**config.mk**
```make
export PLATFORM = sky130hd
export DESIGN_NAME = stb_fwd_buffer
export DESIGN_NICKNAME = d
export VERILOG_FILES = /design/src/rtl/stb_fwd_buffer.sv
export SDC_FILE = /design/constraint.sdc
export NUM_CORES = 1
export LEC_CHECK = 0
export BUFFER_PORTS_ARGS = -buffer_cell sky130_fd_sc_hd__buf_2
export CAP_MARGIN = 20
export CORE_MARGIN = 1.5
export CORE_UTILIZATION = 30
export CTS_CLUSTER_SIZE = 10
export DETAILED_ROUTE_END_ITERATION = 12
export HOLD_SLACK_MARGIN = 0.03
export PLACE_DENSITY = 0.54
export SLEW_MARGIN = 10
export SYNTH_ARGS = -nofsm -noshare
export SYNTH_HDL_FRONTEND = slang
export SYNTH_SLANG_ARGS = --single-unit
export TNS_END_PERCENT = 20
```
**constraint.sdc**
```tcl
create_clock -name clk -period 8.15 [get_ports clk]
set_input_delay 2.445 -clock clk [delete_from_list [all_inputs] [get_ports clk]]
set_output_delay 2.445 -clock clk [all_outputs]
set_load 0.01 [all_outputs]
```
**src/rtl/stb_fwd_buffer.sv**
```systemverilog
`default_nettype none
// +----------------------------------------------------------------------------+
// | stb_fwd_buffer: in-order store buffer with per-byte store-to-load          |
// | forwarding and dcache drain FSM. Optional macro: STB_MERGE_EN.             |
// | Revision: 1.0                                                              |
// +----------------------------------------------------------------------------+
module stb_fwd_buffer #(
   parameter int ADDR_WIDTH = 32,
   parameter int DATA_WIDTH = 32,
   parameter int DEPTH      = 4
) (
   input  logic                          clk,
   input  logic                          rst_n,
   input  logic                          lsu_req_i,
   input  logic                          lsu_w_en_i,
   input  logic [ADDR_WIDTH-1:0]         lsu_addr_i,
   input  logic [DATA_WIDTH-1:0]         lsu_wdata_i,
   input  logic [DATA_WIDTH/8-1:0]       lsu_sel_byte_i,
   output logic                          lsu_ack_o,
   output logic [DATA_WIDTH-1:0]         lsu_rdata_o,
   output logic                          lsu_stall_o,
   input  logic                          flush_i,
   output logic                          dcache_req_o,
   output logic                          dcache_w_en_o,
   output logic [ADDR_WIDTH-1:0]         dcache_addr_o,
   output logic [DATA_WIDTH-1:0]         dcache_wdata_o,
   output logic [DATA_WIDTH/8-1:0]       dcache_sel_byte_o,
   input  logic                          dcache_ack_i,
   input  logic [DATA_WIDTH-1:0]         dcache_rdata_i,
   output logic                          stb_empty_o,
   output logic [$clog2(DEPTH+1)-1:0]    stb_count_o
);

   localparam int BYTES = DATA_WIDTH / 8;
   localparam int OFF   = $clog2(BYTES);
   localparam int PW    = $clog2(DEPTH);
   localparam int CW    = $clog2(DEPTH + 1);
   localparam int WA    = ADDR_WIDTH - OFF;

   typedef enum logic [1:0] {
      S_IDLE  = 2'd0,
      S_DRAIN = 2'd1,
      S_LOAD  = 2'd2
   } state_t;

   state_t                r_state;
   logic [WA-1:0]         r_addr [DEPTH];
   logic [DATA_WIDTH-1:0] r_data [DEPTH];
   logic [BYTES-1:0]      r_mask [DEPTH];
   logic [DEPTH-1:0]      r_valid;
   logic [PW-1:0]         r_head;
   logic [PW-1:0]         r_tail;
   logic [CW-1:0]         r_count;
   logic                  r_lsu_ack;
   logic [DATA_WIDTH-1:0] r_lsu_rdata;
   logic                  r_dc_req;
   logic                  r_dc_wen;
   logic [ADDR_WIDTH-1:0] r_dc_addr;
   logic [DATA_WIDTH-1:0] r_dc_wdata;
   logic [BYTES-1:0]      r_dc_sel;

   logic [WA-1:0]         w_lwa;
   logic                  w_full;
   logic [PW-1:0]         w_idx;
   logic [BYTES-1:0]      w_cover;
   logic [DATA_WIDTH-1:0] w_fwd_data;
   logic                  w_hit_any;
   logic                  w_full_hit;
   logic                  w_ld;
   logic                  w_ld_hit;
   logic                  w_ld_miss;
   logic                  w_merge;
   logic                  w_st_acc;
   logic                  w_enq;
   logic                  w_drain_ack;

   assign w_lwa       = lsu_addr_i[ADDR_WIDTH-1:OFF];
   assign w_full      = (r_count == CW'(DEPTH));
   assign w_drain_ack = (r_state == S_DRAIN) & dcache_ack_i;

   // Walk oldest to youngest so the youngest matching byte wins.
   always_comb begin
      w_idx      = '0;
      w_cover    = '0;
      w_fwd_data = '0;
      for (int k = 0; k < DEPTH; k++) begin
         w_idx = r_head + PW'(k);
         if (r_valid[w_idx] && (r_addr[w_idx] == w_lwa)) begin
            for (int b = 0; b < BYTES; b++) begin
               if (r_mask[w_idx][b] && lsu_sel_byte_i[b]) begin
                  w_cover[b]           = 1'b1;
                  w_fwd_data[b*8 +: 8] = r_data[w_idx][b*8 +: 8];
               end
            end
         end
      end
   end

   assign w_hit_any  = |w_cover;
   assign w_full_hit = w_hit_any & ((lsu_sel_byte_i & ~w_cover) == '0);
   assign w_ld       = lsu_req_i & ~lsu_w_en_i & ~r_lsu_ack;
   assign w_ld_hit   = w_ld & w_full_hit;
   assign w_ld_miss  = w_ld & ~w_hit_any;

`ifdef STB_MERGE_EN
   logic [PW-1:0]         w_yidx;
   logic [DATA_WIDTH-1:0] w_merge_data;

   // The youngest entry is off limits once it may be the head captured for drain.
   assign w_yidx  = r_tail - PW'(1);
   assign w_merge = lsu_req_i & lsu_w_en_i & (r_count != '0) & r_valid[w_yidx]
                    & (r_addr[w_yidx] == w_lwa)
                    & ~((w_yidx == r_head) & (r_state != S_LOAD));

   always_comb begin
      w_merge_data = r_data[w_yidx];
      for (int b = 0; b < BYTES; b++) begin
         if (lsu_sel_byte_i[b]) w_merge_data[b*8 +: 8] = lsu_wdata_i[b*8 +: 8];
      end
   end
`else
   assign w_merge = 1'b0;
`endif

   assign w_st_acc = lsu_req_i & lsu_w_en_i & ~flush_i & ~r_lsu_ack & (~w_full | w_merge);
   assign w_enq    = w_st_acc & ~w_merge;

   always_ff @(posedge clk or negedge rst_n) begin
      if (!rst_n) begin
         r_head  <= '0;
         r_tail  <= '0;
         r_count <= '0;
         r_valid <= '0;
         for (int i = 0; i < DEPTH; i++) begin
            r_addr[i] <= '0;
            r_data[i] <= '0;
            r_mask[i] <= '0;
         end
      end else begin
         if (w_enq) begin
            r_addr[r_tail]  <= w_lwa;
            r_data[r_tail]  <= lsu_wdata_i;
            r_mask[r_tail]  <= lsu_sel_byte_i;
            r_valid[r_tail] <= 1'b1;
            r_tail          <= r_tail + PW'(1);
         end
`ifdef STB_MERGE_EN
         if (w_st_acc && w_merge) begin
            r_data[w_yidx] <= w_merge_data;
            r_mask[w_yidx] <= r_mask[w_yidx] | lsu_sel_byte_i;
         end
`endif
         if (w_drain_ack) begin
            r_valid[r_head] <= 1'b0;
            r_head          <= r_head + PW'(1);
         end
         r_count <= r_count + CW'(w_enq) - CW'(w_drain_ack);
      end
   end

   always_ff @(posedge clk or negedge rst_n) begin
      if (!rst_n) begin
         r_state     <= S_IDLE;
         r_lsu_ack   <= 1'b0;
         r_lsu_rdata <= '0;
         r_dc_req    <= 1'b0;
         r_dc_wen    <= 1'b0;
         r_dc_addr   <= '0;
         r_dc_wdata  <= '0;
         r_dc_sel    <= '0;
      end else begin
         r_lsu_ack <= w_st_acc | w_ld_hit | ((r_state == S_LOAD) & dcache_ack_i);
         if (w_ld_hit) begin
            r_lsu_rdata <= w_fwd_data;
         end else if ((r_state == S_LOAD) && dcache_ack_i) begin
            r_lsu_rdata <= dcache_rdata_i;
         end
         case (r_state)
            S_IDLE: begin
               if (w_ld_miss && !w_full) begin
                  r_state    <= S_LOAD;
                  r_dc_req   <= 1'b1;
                  r_dc_wen   <= 1'b0;
                  r_dc_addr  <= lsu_addr_i;
                  r_dc_wdata <= '0;
                  r_dc_sel   <= lsu_sel_byte_i;
               end else if (r_count != '0) begin
                  r_state    <= S_DRAIN;
                  r_dc_req   <= 1'b1;
                  r_dc_wen   <= 1'b1;
                  r_dc_addr  <= {r_addr[r_head], {OFF{1'b0}}};
                  r_dc_wdata <= r_data[r_head];
                  r_dc_sel   <= r_mask[r_head];
               end
            end
            S_DRAIN, S_LOAD: begin
               if (dcache_ack_i) begin
                  r_state  <= S_IDLE;
                  r_dc_req <= 1'b0;
               end
            end
            default: begin
               r_state  <= S_IDLE;
               r_dc_req <= 1'b0;
            end
         endcase
      end
   end

   assign lsu_ack_o         = r_lsu_ack;
   assign lsu_rdata_o       = r_lsu_rdata;
   assign lsu_stall_o       = lsu_req_i & ~r_lsu_ack;
   assign dcache_req_o      = r_dc_req;
   assign dcache_w_en_o     = r_dc_wen;
   assign dcache_addr_o     = r_dc_addr;
   assign dcache_wdata_o    = r_dc_wdata;
   assign dcache_sel_byte_o = r_dc_sel;
   assign stb_empty_o       = (r_count == '0) & (r_state == S_IDLE);
   assign stb_count_o       = r_count;

endmodule
`default_nettype wire

```
# Yosys cells after proc, flatten, opt, wreduce, memory -nomap -nowiden
# Cells that the tools add are included.
dict set report totals {
  reg_bits 380
  in_bits 106
  out_inout_bits 108
  elab_cells 234
}
dict set report classes {
  n_addsub 6
  order_cmp 13
  n_eq_ne 9
  n_mux 116
  bitwise 30
  reduce_logical 36
}
# op n
set op_table {}
lappend op_table {{$mux W32} 19}
lappend op_table {{$mux W30} 9}
lappend op_table {{$bmux W32 S2} 4}
lappend op_table {{$bmux W30 S2} 4}
lappend op_table {{$bwmux W128} 1}
lappend op_table {{$mux W8} 16}
lappend op_table {{$bwmux W120} 1}
lappend op_table {{$eq A30 B30 Y1} 4}
lappend op_table {{$mux W4} 17}
lappend op_table {{$demux W32 S2} 1}
lappend op_table {{$demux W30 S2} 1}
lappend op_table {{$bmux W4 S2} 4}
lappend op_table {{$mux W1} 26}
lappend op_table {{$logic_and A1 B1 Y1} 25}
lappend op_table {{$bwmux W16} 1}
lappend op_table {{$ge A3 B3 Y1 const B} 5}
lappend op_table {{$lt A2 B3 Y1 const B} 5}
lappend op_table {{$not A2 Y3} 5}
lappend op_table {{$and A1 B1 Y1} 13}
lappend op_table {{$and A4 B4 Y4} 2}
lappend op_table {{$bmux W1 S2} 4}
lappend op_table {{$demux W4 S2} 1}
lappend op_table {{$not A4 Y4} 2}
lappend op_table {{$mux W2} 3}
lappend op_table {{other kinds (26)} 37}

# Logic depth before layout (Yosys ltp)
dict set report logic_depth {
  word_depth 20
  depth_mapped 25
  depth_no_buf 12
}

# Least setup slack after synthesis
# No wires, ideal clock.
dict set report synth_timing {
  path_type {flip-flop to flip-flop}
  start {register r_head[1]}
  end {register r_lsu_rdata[0], in the netlist lsu_rdata_o[0]}
  setup_time_ns 0.079
  arrival_ns 5.772
  t_required_ns 8.071
  slack_ns 2.299
  stages_incl_launch_ff 25
  n_path_buf 12
  period_less_slack_ns 5.851
  path_cell_list {dfrtp_1 > buf_4 > buf_2 > buf_2 > buf_4 > buf_1 > buf_1 > clkbuf_1 > inv_1 > ha_1 > buf_2 > buf_2 > buf_1 > mux4_2 > xnor2_1 > nand2_1 > nor4_2 > nand4_4 > nor3_4 > nor2_1 > a41oi_1 > o2111a_1 > buf_4 > buf_8 > mux2i_1}
}
dict set report synth_between {
  elab_chain_len 19
  word_cells_on_any_way 111
  cone_classes {3 x add/sub; 4 x eq/ne; 73 x mux; 8 x bitwise; 23 x reduce/logical}
}
# item line
set synth_lines {}
lappend synth_lines {{from (decl)} 51} ;# logic [PW-1:0] r_head;
lappend synth_lines {{from (signal assigned)} 155} ;# r_head <= r_head + PW'(1);
lappend synth_lines {{parallel branches: the longest is 19 deep, another holds $add A2 B1 Y2} n/a}
lappend synth_lines {{to (signal assigned)} 174} ;# r_lsu_rdata <= w_fwd_data;
lappend synth_lines {{to (signal assigned)} 176} ;# r_lsu_rdata <= dcache_rdata_i;
lappend synth_lines {{to (decl)} 55} ;# logic [DATA_WIDTH-1:0] r_lsu_rdata;
# Several ways; the timed one is not identified. The select of a mux whose other input is x is not followed.
# A chain may end at the register's enable or synchronous reset.

# Final worst setup path
dict set report layout_timing {
  start {register r_head[0]}
  end {register r_dc_addr[3], in the netlist dcache_addr_o[3]}
}
dict set report layout_between {
  elab_chain_len 19
  word_cells_on_any_way 91
  cone_classes {3 x add/sub; 4 x eq/ne; 54 x mux; 6 x bitwise; 24 x reduce/logical}
}
# item line
set layout_lines {}
lappend layout_lines {{parallel branches: the longest is 19 deep, another holds $add A2 B1 Y2} n/a}
lappend layout_lines {{to (signal assigned)} 184} ;# r_dc_addr <= lsu_addr_i;
lappend layout_lines {{to (signal assigned)} 191} ;# r_dc_addr <= {r_addr[r_head], {OFF{1'b0}}};
lappend layout_lines {{to (decl)} 58} ;# logic [ADDR_WIDTH-1:0] r_dc_addr;
# Several ways; the timed one is not identified. The select of a mux whose other input is x is not followed.

==> impl_metrics.yaml <==
outcome:
  status: "finished, final reports clean"
logic_synthesis:
  avgSynthCellArea_sq_um: 12.46
  synthXorXnorAreaFrac_pct: 3.872
  synth_edf_count: 0
  yosys.area_share.adder_pct: 0.7343
  synth_area_sq_um: 24880
  ys.flop_type: "dfrtp_1"
  syn-num-nets: 2117
  synthMuxAreaShare_pct: 36.91
  synth-simple-area-share_pct: 7.051
  yosys_warnings: 0
  syn_inst: 1997
  async_flop_share_pct: 100.0
  synth-compound-area-share_pct: 8.052
  ys_ff_latch: 380
  synth_top_family_by_area: "multiplexers"
  synth.distinct_cells: 74
  yosysSeqAreaShare_pct: 38.22
clock_tree:
  ctsResizeCount: 0
  clk_pin_slew_ns: 0.06
  cts_post_setup_buffers_inserted: 0
  insertion_delay_ns: 0.61
  cts-root-buf: "clkbuf_16"
  cts_buffer_depth: 3
  postCtsHoldBufs: 0
  htree_levels: 2
  cts_inserted_buffers: 46
  clock-sinks: 380
  cts_tree: "done"
sta:
  max_slew_margin_pct: 30.35
  fin_worst_hold_slack_ns: 0.4972
  clock_skew_ns: 0.03081
  drv_slew: 0
  period_minus_slack_ns: 6.432
  finalCritPeriodShare_pct: 78.92
  fmax_mhz: 155.5
  setup-tns-final_ns: 0
  tightest_slew_ns: 1.045
  hold_viol_final: 0
  setup_viol: 0
  rsz0062_at_grt: "no"
  fin_ws_ns: 1.718
place:
  pre_cts_ws_ns: 1.144
  dp.cells: 3141
  dp_hpwl_um: 53670
  io_buffers: 213
  place.gp.congestion: 0.8915
power:
  cellPowerDensity_nw_per_um2: 461.4
  swShare_pct: 41.41
  p_int_mw: 7.609
  comb_power_share_pct: 55.5
  switchingPower_mw: 5.377
  power_frac_seq_pct: 29.6
  clockPowerShare_pct: 14.9
  leakage_nw: 11.72
  irDropWorstVdd_v: 0.0002750
  finalPower_mw: 12.99
global_routing:
  grt.total_usage_pct: 18.41
  grt_pass1_wl_um: 120600
  gr-total-overflow: 0
  grt_max_degree: 157
  antenna_found_initial: 15
  grt_pass1_vias: 18380
floorplan:
  dieWidth_um: 291.0
  core_sq_um: 82110
  start_util_pct: 30.30
  dieArea_sq_um: 84670
  boundaryPins: 214
  fp.dieH_um: 291.0
  std_cell_rows: 105
worst_setup_path:
  worstSetupStartpointType: "register"
  end_kind: "register"
  slowest_stage: "dfrtp_4"
  cp_slowest_stage_delay_ns: 0.97
  cp_cell_sequence: "buf_12, buf_4, nor2_1, a2111oi_1, nand3_1, nor3_2, nor4_1, and3_4, nor2_4, buf_4, a222oi_1"
  critPathKind: "reg -> reg"
  path_buf_inv: 3
  crit_fanout: 133
  crit_required_ns: 8.59
  arrival_ns: 6.87
  crit_family: "simple AND/OR/NAND/NOR gates"
  cpMostUsedCell: "buf_4"
route:
  postRouteAntennaNets: 0
  vias: 18190
  drtIter0Drc: 1484
  drc_errors: 0
  via_per_inst: 5.658
  route.detailed.wl_per_inst_um: 24.54
  wirelength_um: 78900
  drt_pass1_iterations: 7
min_path:
  hp-class: "reg -> reg"
finish:
  final_cells: 3215
  fin_nets: 2239
  drive_gt1_share_pct: 37.24
  area_growth_pct: 13.12
flow_run:
  cap_violations: 0
sequential cells by signal (all words and copies together) (netlist names), 3 cells and up:
signal             cells
stb_count_o            3
dcache_wdata_o        32
r_valid                4
dcache_addr_o         32
r_data               128
dcache_sel_byte_o      4
lsu_rdata_o           32
r_mask                16
r_addr               120
logic make-up (layout without fill, tap and decap cells):
| kind of cell | after synthesis | count (layout) |
|---|---|---|
| compound gates | 278 | 278 |
| xor+xnor | 110 | 110 |
| fa+ha+maj | 14 | 14 |
| buf+inv | 268 | 411 |
| flops | 380 | 380 |
| mux | 592 | 592 |
| other cells | 0 | 5 |
| simple gates | 355 | 355 |
routing by layer:
layer | track usage (%) | vias to the layer above | part of all wire, %
met5 | 0 | - | 0.081
met4 | 5.274 | 12 | 2.6
met3 | 3.757 | 115 | 6.7
met2 | 30.03 | 605 | 48
met1 | 24.71 | 9575 | 43
li1 | - | 7882 | -
path summary, 6_finish.rpt:
kind | slack, ns | depth (start not counted) | end | from
max | 1.72 | 11 | dcache_addr_o[3]$_DFFE_PN0P_ | r_head[0]$_DFFE_PN0P_
min | 0.50 | 1 | dcache_wdata_o[26]$_DFFE_PN0P_ | dcache_wdata_o[26]$_DFFE_PN0P_
max reg2reg | 1.72 | 11 | dcache_addr_o[3]$_DFFE_PN0P_ | r_head[0]$_DFFE_PN0P_
min reg2reg | 0.50 | 1 | dcache_wdata_o[26]$_DFFE_PN0P_ | dcache_wdata_o[26]$_DFFE_PN0P_
max in group asynchronous | 4.82 | 2 | r_head[1]$_DFFE_PN0P_ | rst_n
min in group asynchronous | 1.85 | 1 | dcache_addr_o[20]$_DFFE_PN0P_ | rst_n
cell usage after synthesis, types with 10 or more instances:
library cell,n,area (sq um)
mux2_2,221,2489
mux2i_1,133,1331
mux4_2,237,5338
buf_1,34,127.6
a221oi_1,32,280.3
clkbuf_1,77,289.0
nand3b_1,10,75.07
a21oi_1,49,245.2
o21ai_0,67,335.3
xor2_1,15,131.4
a311oi_1,33,289.0
ha_1,13,162.7
nand4_1,19,118.9
buf_4,13,97.59
nor2_1,61,229.0
a22o_1,35,306.5
nand3_1,40,200.2
a222oi_1,10,100.1
nor3_1,33,165.2
buf_2,38,190.2
inv_1,84,315.3
buf_6,13,146.4
xnor2_1,95,832.1
nand2_1,139,521.8
dfrtp_1,380,9509
power by group through the flow:
stage | logic (mW) | registers (mW) | clock network, mW
after floorplan | 5.51 | 3.55 | 0
after global placement | 7.09 | 3.73 | 0
after detailed placement | 7.21 | 3.84 | 0
after CTS | 7.24 | 3.82 | 1.98
after global routing | 7.72 | 4.00 | 2.04
final | 7.20 | 3.85 | 1.93
final cells by class:
type,count,area [sq um]
fillers,7986,53970
multi-input cells,1349,14130
inverters,87,326.6
repair buffers,255,1466
well taps,1070,1339
flip-flops and latches,380,9517
clock inverters,6,73.82
clock buffers,63,1275
diodes,5,12.51
through the flow:
stage | utilization, % | cell area (sq um)
after global routing | 34.28 | 28140
after global placement | 32.62 | 26780
final | 34.28 | 28140
after detailed placement | 32.62 | 26780
after floorplan | - | 24880
after CTS | 34.26 | 28130
placed cells by master, fill, tap and decap left out, types with 7 or more instances in the layout:
cell,n
dfrtp_1,378
mux4_2,237
mux2_2,221
buf_2,212
nand2_1,134
mux2i_1,133
xnor2_1,95
inv_1,84
o21ai_0,67
nor2_1,61
a21oi_1,49
clkbuf_16,46
nand3_1,40
buf_4,36
a22o_1,35
nor3_1,33
a311oi_1,33
a221oi_1,32
nand4_1,19
xor2_1,15
ha_1,12
clkbuf_1,11
nand3b_1,10
a222oi_1,10
and2_1,8
o22ai_1,8
nor2b_1,7
nor4_1,7
Power figures use the tool's default switching activity.
